<file path="src/rtl/mem_port_rr_arbiter_pkg.sv">
// Shared types for the memory-port round-robin arbiter.
// Holds the arbiter FSM state encoding.
package arb_pkg;

    // IDLE: no transaction outstanding, arbitrate on pending requests.
    // BUSY: one requester owns the downstream port until mem_resp.
    typedef enum logic {
        IDLE = 1'b0,
        BUSY = 1'b1
    } arb_state_e;

endpackage

</file>
<file path="src/rtl/mem_port_rr_arbiter_rr_pick.sv">
// Round-robin picker: first pending bit at or above ptr, wrapping.
// Ports: pending[N], ptr[s] in; onehot[N], idx[s] out (zero if none).
module rr_pick #(
    parameter int s = 1
) (
    input  logic [2**s-1:0] pending,
    input  logic [s-1:0]    ptr,
    output logic [2**s-1:0] onehot,
    output logic [s-1:0]    idx
);

    localparam int N = 2**s;

    logic         found;
    logic [s-1:0] j;

    // Walk N positions starting at ptr; the s-bit add wraps mod N.
    always_comb begin
        onehot = '0;
        idx    = '0;
        found  = 1'b0;
        j      = '0;
        for (int k = 0; k < N; k++) begin
            j = ptr + s'(k);
            if (!found && pending[j]) begin
                found     = 1'b1;
                idx       = j;
                onehot[j] = 1'b1;
            end
        end
    end

endmodule

</file>
<file path="src/rtl/mem_port_rr_arbiter.sv">
// Shares one downstream memory port among 2**s requesters, round-robin,
// holding the grant until mem_resp completes the transaction.
// Ports: req_read/req_write/req_addr/req_wdata in, req_resp/req_rdata out
// per requester; grant one-hot out; mem_read/mem_write/mem_addr/mem_wdata
// out and mem_resp/mem_rdata in toward memory. clk, rst (async, high).
module mem_port_rr_arbiter
    import arb_pkg::*;
#(
    parameter int s          = 1,
    parameter int addr_width = 32,
    parameter int data_width = 256
) (
    input  logic                  clk,
    input  logic                  rst,
    input  logic [2**s-1:0]       req_read,
    input  logic [2**s-1:0]       req_write,
    input  logic [addr_width-1:0] req_addr  [2**s],
    input  logic [data_width-1:0] req_wdata [2**s],
    output logic [2**s-1:0]       req_resp,
    output logic [data_width-1:0] req_rdata,
    output logic [2**s-1:0]       grant,
    output logic                  mem_read,
    output logic                  mem_write,
    output logic [addr_width-1:0] mem_addr,
    output logic [data_width-1:0] mem_wdata,
    input  logic                  mem_resp,
    input  logic [data_width-1:0] mem_rdata
);

    localparam int N = 2**s;

    // Downstream command; widths follow this instance's parameters,
    // so the struct lives here rather than in the shared package.
    typedef struct packed {
        logic                  read;
        logic                  write;
        logic [addr_width-1:0] addr;
        logic [data_width-1:0] wdata;
    } mem_cmd_t;

    arb_state_e state, state_nxt;

    logic [N-1:0] pending;
    logic [N-1:0] pick_oh;
    logic [s-1:0] pick_idx;
    logic [s-1:0] ptr;
    logic [s-1:0] widx;
    mem_cmd_t     cmd;
    mem_cmd_t     cmd_sel;

    assign pending = req_read | req_write;

    rr_pick #(
        .s (s)
    ) u_pick (
        .pending (pending),
        .ptr     (ptr),
        .onehot  (pick_oh),
        .idx     (pick_idx)
    );

    // One-hot AND-OR mux of the requester command fields.
    // Write wins when a requester raises both read and write.
    always_comb begin
        cmd_sel = '0;
        for (int i = 0; i < N; i++) begin
            cmd_sel.addr  = cmd_sel.addr
                          | (req_addr[i] & {addr_width{pick_oh[i]}});
            cmd_sel.wdata = cmd_sel.wdata
                          | (req_wdata[i] & {data_width{pick_oh[i]}});
        end
        cmd_sel.write = |(pick_oh & req_write);
        cmd_sel.read  = !cmd_sel.write && |(pick_oh & req_read);
    end

    // State register.
    always_ff @(posedge clk or posedge rst) begin
        if (rst) begin
            state <= IDLE;
        end else begin
            state <= state_nxt;
        end
    end

    // Next-state logic.
    always_comb begin
        state_nxt = state;
        unique case (state)
            IDLE: if (|pending) state_nxt = BUSY;
            BUSY: if (mem_resp) state_nxt = IDLE;
            default: state_nxt = IDLE;
        endcase
    end

    // Output logic: completion strobe goes to the current owner only.
    always_comb begin
        req_resp  = '0;
        req_rdata = mem_rdata;
        if (state == BUSY && mem_resp) begin
            req_resp = grant;
        end
    end

    // Grant, pointer and latched command. Requester-side changes after
    // the grant edge are ignored until the transaction completes.
    always_ff @(posedge clk or posedge rst) begin
        if (rst) begin
            grant <= '0;
            ptr   <= '0;
            widx  <= '0;
            cmd   <= '0;
        end else if (state == IDLE) begin
            if (|pending) begin
                grant <= pick_oh;
                widx  <= pick_idx;
                cmd   <= cmd_sel;
            end
        end else if (mem_resp) begin
            grant     <= '0;
            cmd.read  <= 1'b0;
            cmd.write <= 1'b0;
            ptr       <= widx + s'(1);
        end
    end

    assign mem_read  = cmd.read;
    assign mem_write = cmd.write;
    assign mem_addr  = cmd.addr;
    assign mem_wdata = cmd.wdata;

endmodule

</file>
<file path="config.mk">
export PLATFORM = sky130hd
export DESIGN_NAME = mem_port_rr_arbiter
export DESIGN_NICKNAME = d
export VERILOG_FILES = /design/src/rtl/mem_port_rr_arbiter_pkg.sv /design/src/rtl/mem_port_rr_arbiter_rr_pick.sv /design/src/rtl/mem_port_rr_arbiter.sv
export SDC_FILE = /design/constraint.sdc
export NUM_CORES = 1
export LEC_CHECK = 0
export ABC_CLOCK_PERIOD_IN_PS = 17400
export CAP_MARGIN = 20
export CORE_AREA = 2 2 548 550
export CTS_BUF_LIST = sky130_fd_sc_hd__clkbuf_4 sky130_fd_sc_hd__clkbuf_8 sky130_fd_sc_hd__clkbuf_16
export DETAILED_ROUTE_END_ITERATION = 10
export DIE_AREA = 0 0 550 552
export GPL_TIMING_DRIVEN = 0
export PLACE_DENSITY = 0.3
export SKIP_LAST_GASP = 1
export SYNTH_ARGS = -nofsm -noshare
export SYNTH_HDL_FRONTEND = slang
export SYNTH_SLANG_ARGS = --single-unit
</file>
<file path="constraint.sdc">
create_clock -name clk -period 17.4 [get_ports clk]
set_clock_uncertainty 0.05 [all_clocks]
set_input_delay 2.61 -clock clk [delete_from_list [all_inputs] [get_ports clk]]
set_output_delay 2.61 -clock clk [all_outputs]
set_load 0.005 [all_outputs]
</file>
==> impl_metrics.tcl <==
set metrics [dict create \
    num_rows 201 \
    intPower_mw 2.21 \
    seqPwrFrac_pct 29.2 \
    worst_ep_arrival_time_ns 3.88 \
    die_w_microns 550 \
    worst_slack_ns 10.86 \
    p_sw_mw 1.10 \
    netlist_area_sq_um 14800 \
    crit_path_cell_trace "clkdlybuf4s50_1 > and3_1 > clkdlybuf4s50_1" \
    cts_made_buffers 48 \
    grt.overflow.total 0 \
    grt_max_degree 93 \
    cpMaxStageDelayCell "clkdlybuf4s50_1" \
    criticalPathCategory "in -> out" \
    syn_avg_cell_area_sq_um 11.0 \
    grt_pass1_vias 17100 \
    insertion_delay_ns 0.68 \
    nFillCells 34200 \
    cts.hold.buffers_added 0 \
    maxSlewHeadroom_pct 8.33 \
    ctsResizeCount 0 \
    swShare_pct 33.3 \
    vias_per_cell 2.54 \
    final_max_slew_viol_count 0 \
    antenna_found_initial 156 \
    drt_iter0_markers 856 \
    postCtsSetupRepairBufs 0 \
    num_vias 16700 \
    cts_root_buffer "clkbuf_16" \
    final_cell_mix "clkdlybuf4s50_1 (1132), dfrtp_1 (295), buf_4 (258)" \
    syn_to_final_growth_pct 124 \
    pwr-share-comb_pct 36.4 \
    required_ns 14.74 \
    place_ws_ns 10.86 \
    ctsLongestPathBuffers 3 \
    final_cells 6566 \
    initial_utilization_pct 4.95 \
    grt_pass1_wl_microns 200000 \
    dp.cells 6438 \
    first_pass_iters 5 \
    max_stage_delay_ns 0.54 \
    routedWlPerCell_microns 25.0 \
    maxCapViolations 0 \
    p_per_area_nw_per_um2 100 \
    irDropWorstVdd_mv 0.0544 \
    hold_path_class "reg -> reg" \
    globalplace.congestion 0.807 \
    post-route-period-util_pct 37.6 \
    tritoncts "yes" \
    path_max_fanout 4 \
    port_buffers 1132 \
    netlist-cell-type-count 26 \
    fmax_ghz 0.153 \
    setup-violations-final 0 \
    worst_pin_slew_ns 1.38 \
    cts.sinks 295 \
    fin_crit_ns 6.54 \
    synth_fp_nets 2178 \
    synth-seq-area-share_pct 50.0 \
    ant_nets 0 \
    start_kind "primary input" \
    synth_top_area_share_pct 50.0 \
    p_clk_share_pct 34.4 \
    synth_top_area_cell "dfrtp_1" \
    drc 0 \
    dieArea_sq_um 304000 \
    final_nets 3369 \
    cts_max_level 2 \
    die_h_microns 552 \
    layout.cells.most_common "clkdlybuf4s50_1" \
    timing.setup.tns_ns 0 \
    rsz0062_at_grt "no" \
    grt_usage_pct 10.4 \
    yosys-top-cells-area "dfrtp_1 (50%), a221o_1 (14%), buf_4 (13%)" \
    ys_ff_latch 295 \
    hpwl_microns 144000 \
    ios 1389 \
    core_sq_um 298000 \
    yosysWarningCount 0 \
    path_common_cell "clkdlybuf4s50_1" \
    postSynthCellCount 1339 \
    status "finished, final reports clean" \
    leakagePower_nw 12.3 \
    critPathCaptureType "output pin" \
    clk_pin_slew_ns 0.06 \
    wl_microns 164000 \
    drive_above_1_share_pct 16.3 \
    finalHoldViolCount 0 \
]
[worst max-delay path, delay by kind of cell]
kind / cells / cell delay (ns)
and+or+nand+nor: 1 / 0.22
buffers and inverters: 2 / 1.04
[synthesized netlist by cell type]
library cell and number:
nor2_1 161, and3_1 2, a211o_1 1, and2_1 209, nand3b_1 1, buf_4 256
nor2b_4 1, o21a_1 1, a21oi_2 1, a21oi_1 4, nand2b_1 2, and2b_1 1
a21o_1 2, clkbuf_1 44, buf_2 37, a31o_2 2, buf_6 22, o41a_1 1
dfrtp_1 295, buf_1 1, nand2_1 2, inv_1 2, a221oi_1 79, a221o_1 209
o21ai_0 2, or2_1 1
[power groups by stage]
stage,clock [mW],sequential [mW],combinational (mW)
final,1.14,0.966,1.21
after global routing,1.21,0.988,1.29
after CTS,1.20,0.969,1.25
after detailed placement,0,0.975,1.24
after global placement,0,0.974,1.25
after floorplan,0,0.952,0.343
[cell families after synthesis]
kind of cell	Yosys count	synth area share (%)
AOI/OAI and AO/OA	302	19.5
buffers and inverters	362	17.1
DFF	295	50.0
and+or+nand+nor	380	13.4
[routing by layer]
metal	GRT usage (%)	share of wire, %	vias up	routed length, microns
li1	-	-	7082	-
met1	11.9	40	8005	65200
met2	17.1	45	1194	74800
met3	5.04	12	322	19100
met4	2.62	2.9	106	4700
met5	0	0.43	-	710
[sequential cells by signal (all words and copies together), names as in the netlist]
signal     flops
mem_read       1
mem_write      1
mem_wdata    256
grant          2
state          1
mem_addr      32
widx           1
ptr            1
[worst paths after layout]
check / from / to / slack [ns] / depth (start not counted)
worst min-delay path: widx$_DFFE_PP0P_ / widx$_DFFE_PP0P_ / 0.43 / 1
worst max-delay path: mem_resp / req_resp[1] / 10.86 / 3
worst min register to register: widx$_DFFE_PP0P_ / widx$_DFFE_PP0P_ / 0.43 / 1
max in group asynchronous: rst / mem_wdata[161]$_DFFE_PP0P_ / 13.71 / 3
worst max register to register: state$_DFF_PP0_ / mem_wdata[27]$_DFFE_PP0P_ / 13.99 / 7
min in group asynchronous: rst / mem_wdata[200]$_DFFE_PP0P_ / 2.42 / 2
[per-stage QoR]
stage | hold slack [ns] | instance area [sq um] | utilization (%) | power (mW)
after floorplan | 0.389 | 14800 | - | 1.30
after global placement | 0.406 | 31100 | 10.4 | 2.22
after detailed placement | 0.416 | 31200 | 10.5 | 2.22
after CTS | 0.429 | 33000 | 11.1 | 3.42
after global routing | 0.455 | 33000 | 11.1 | 3.49
final | 0.428 | 33100 | 11.1 | 3.31
[final cells by class]
type	instances	area (sq um)	area share (%)
Clock inverter	25	414	1.25
Timing Repair Buffer	1141	11500	34.8
Buffer	360	2530	7.64
Inverter	2	15.0	0.0454
Clock buffer	61	1330	4.02
Multi-Input combinational cell	682	4860	14.7
Antenna cell	42	105	0.318
Tap cell	3958	4950	15.0
Sequential cell	295	7380	22.3
No activity file was read; power rests on OpenSTA's default activity.
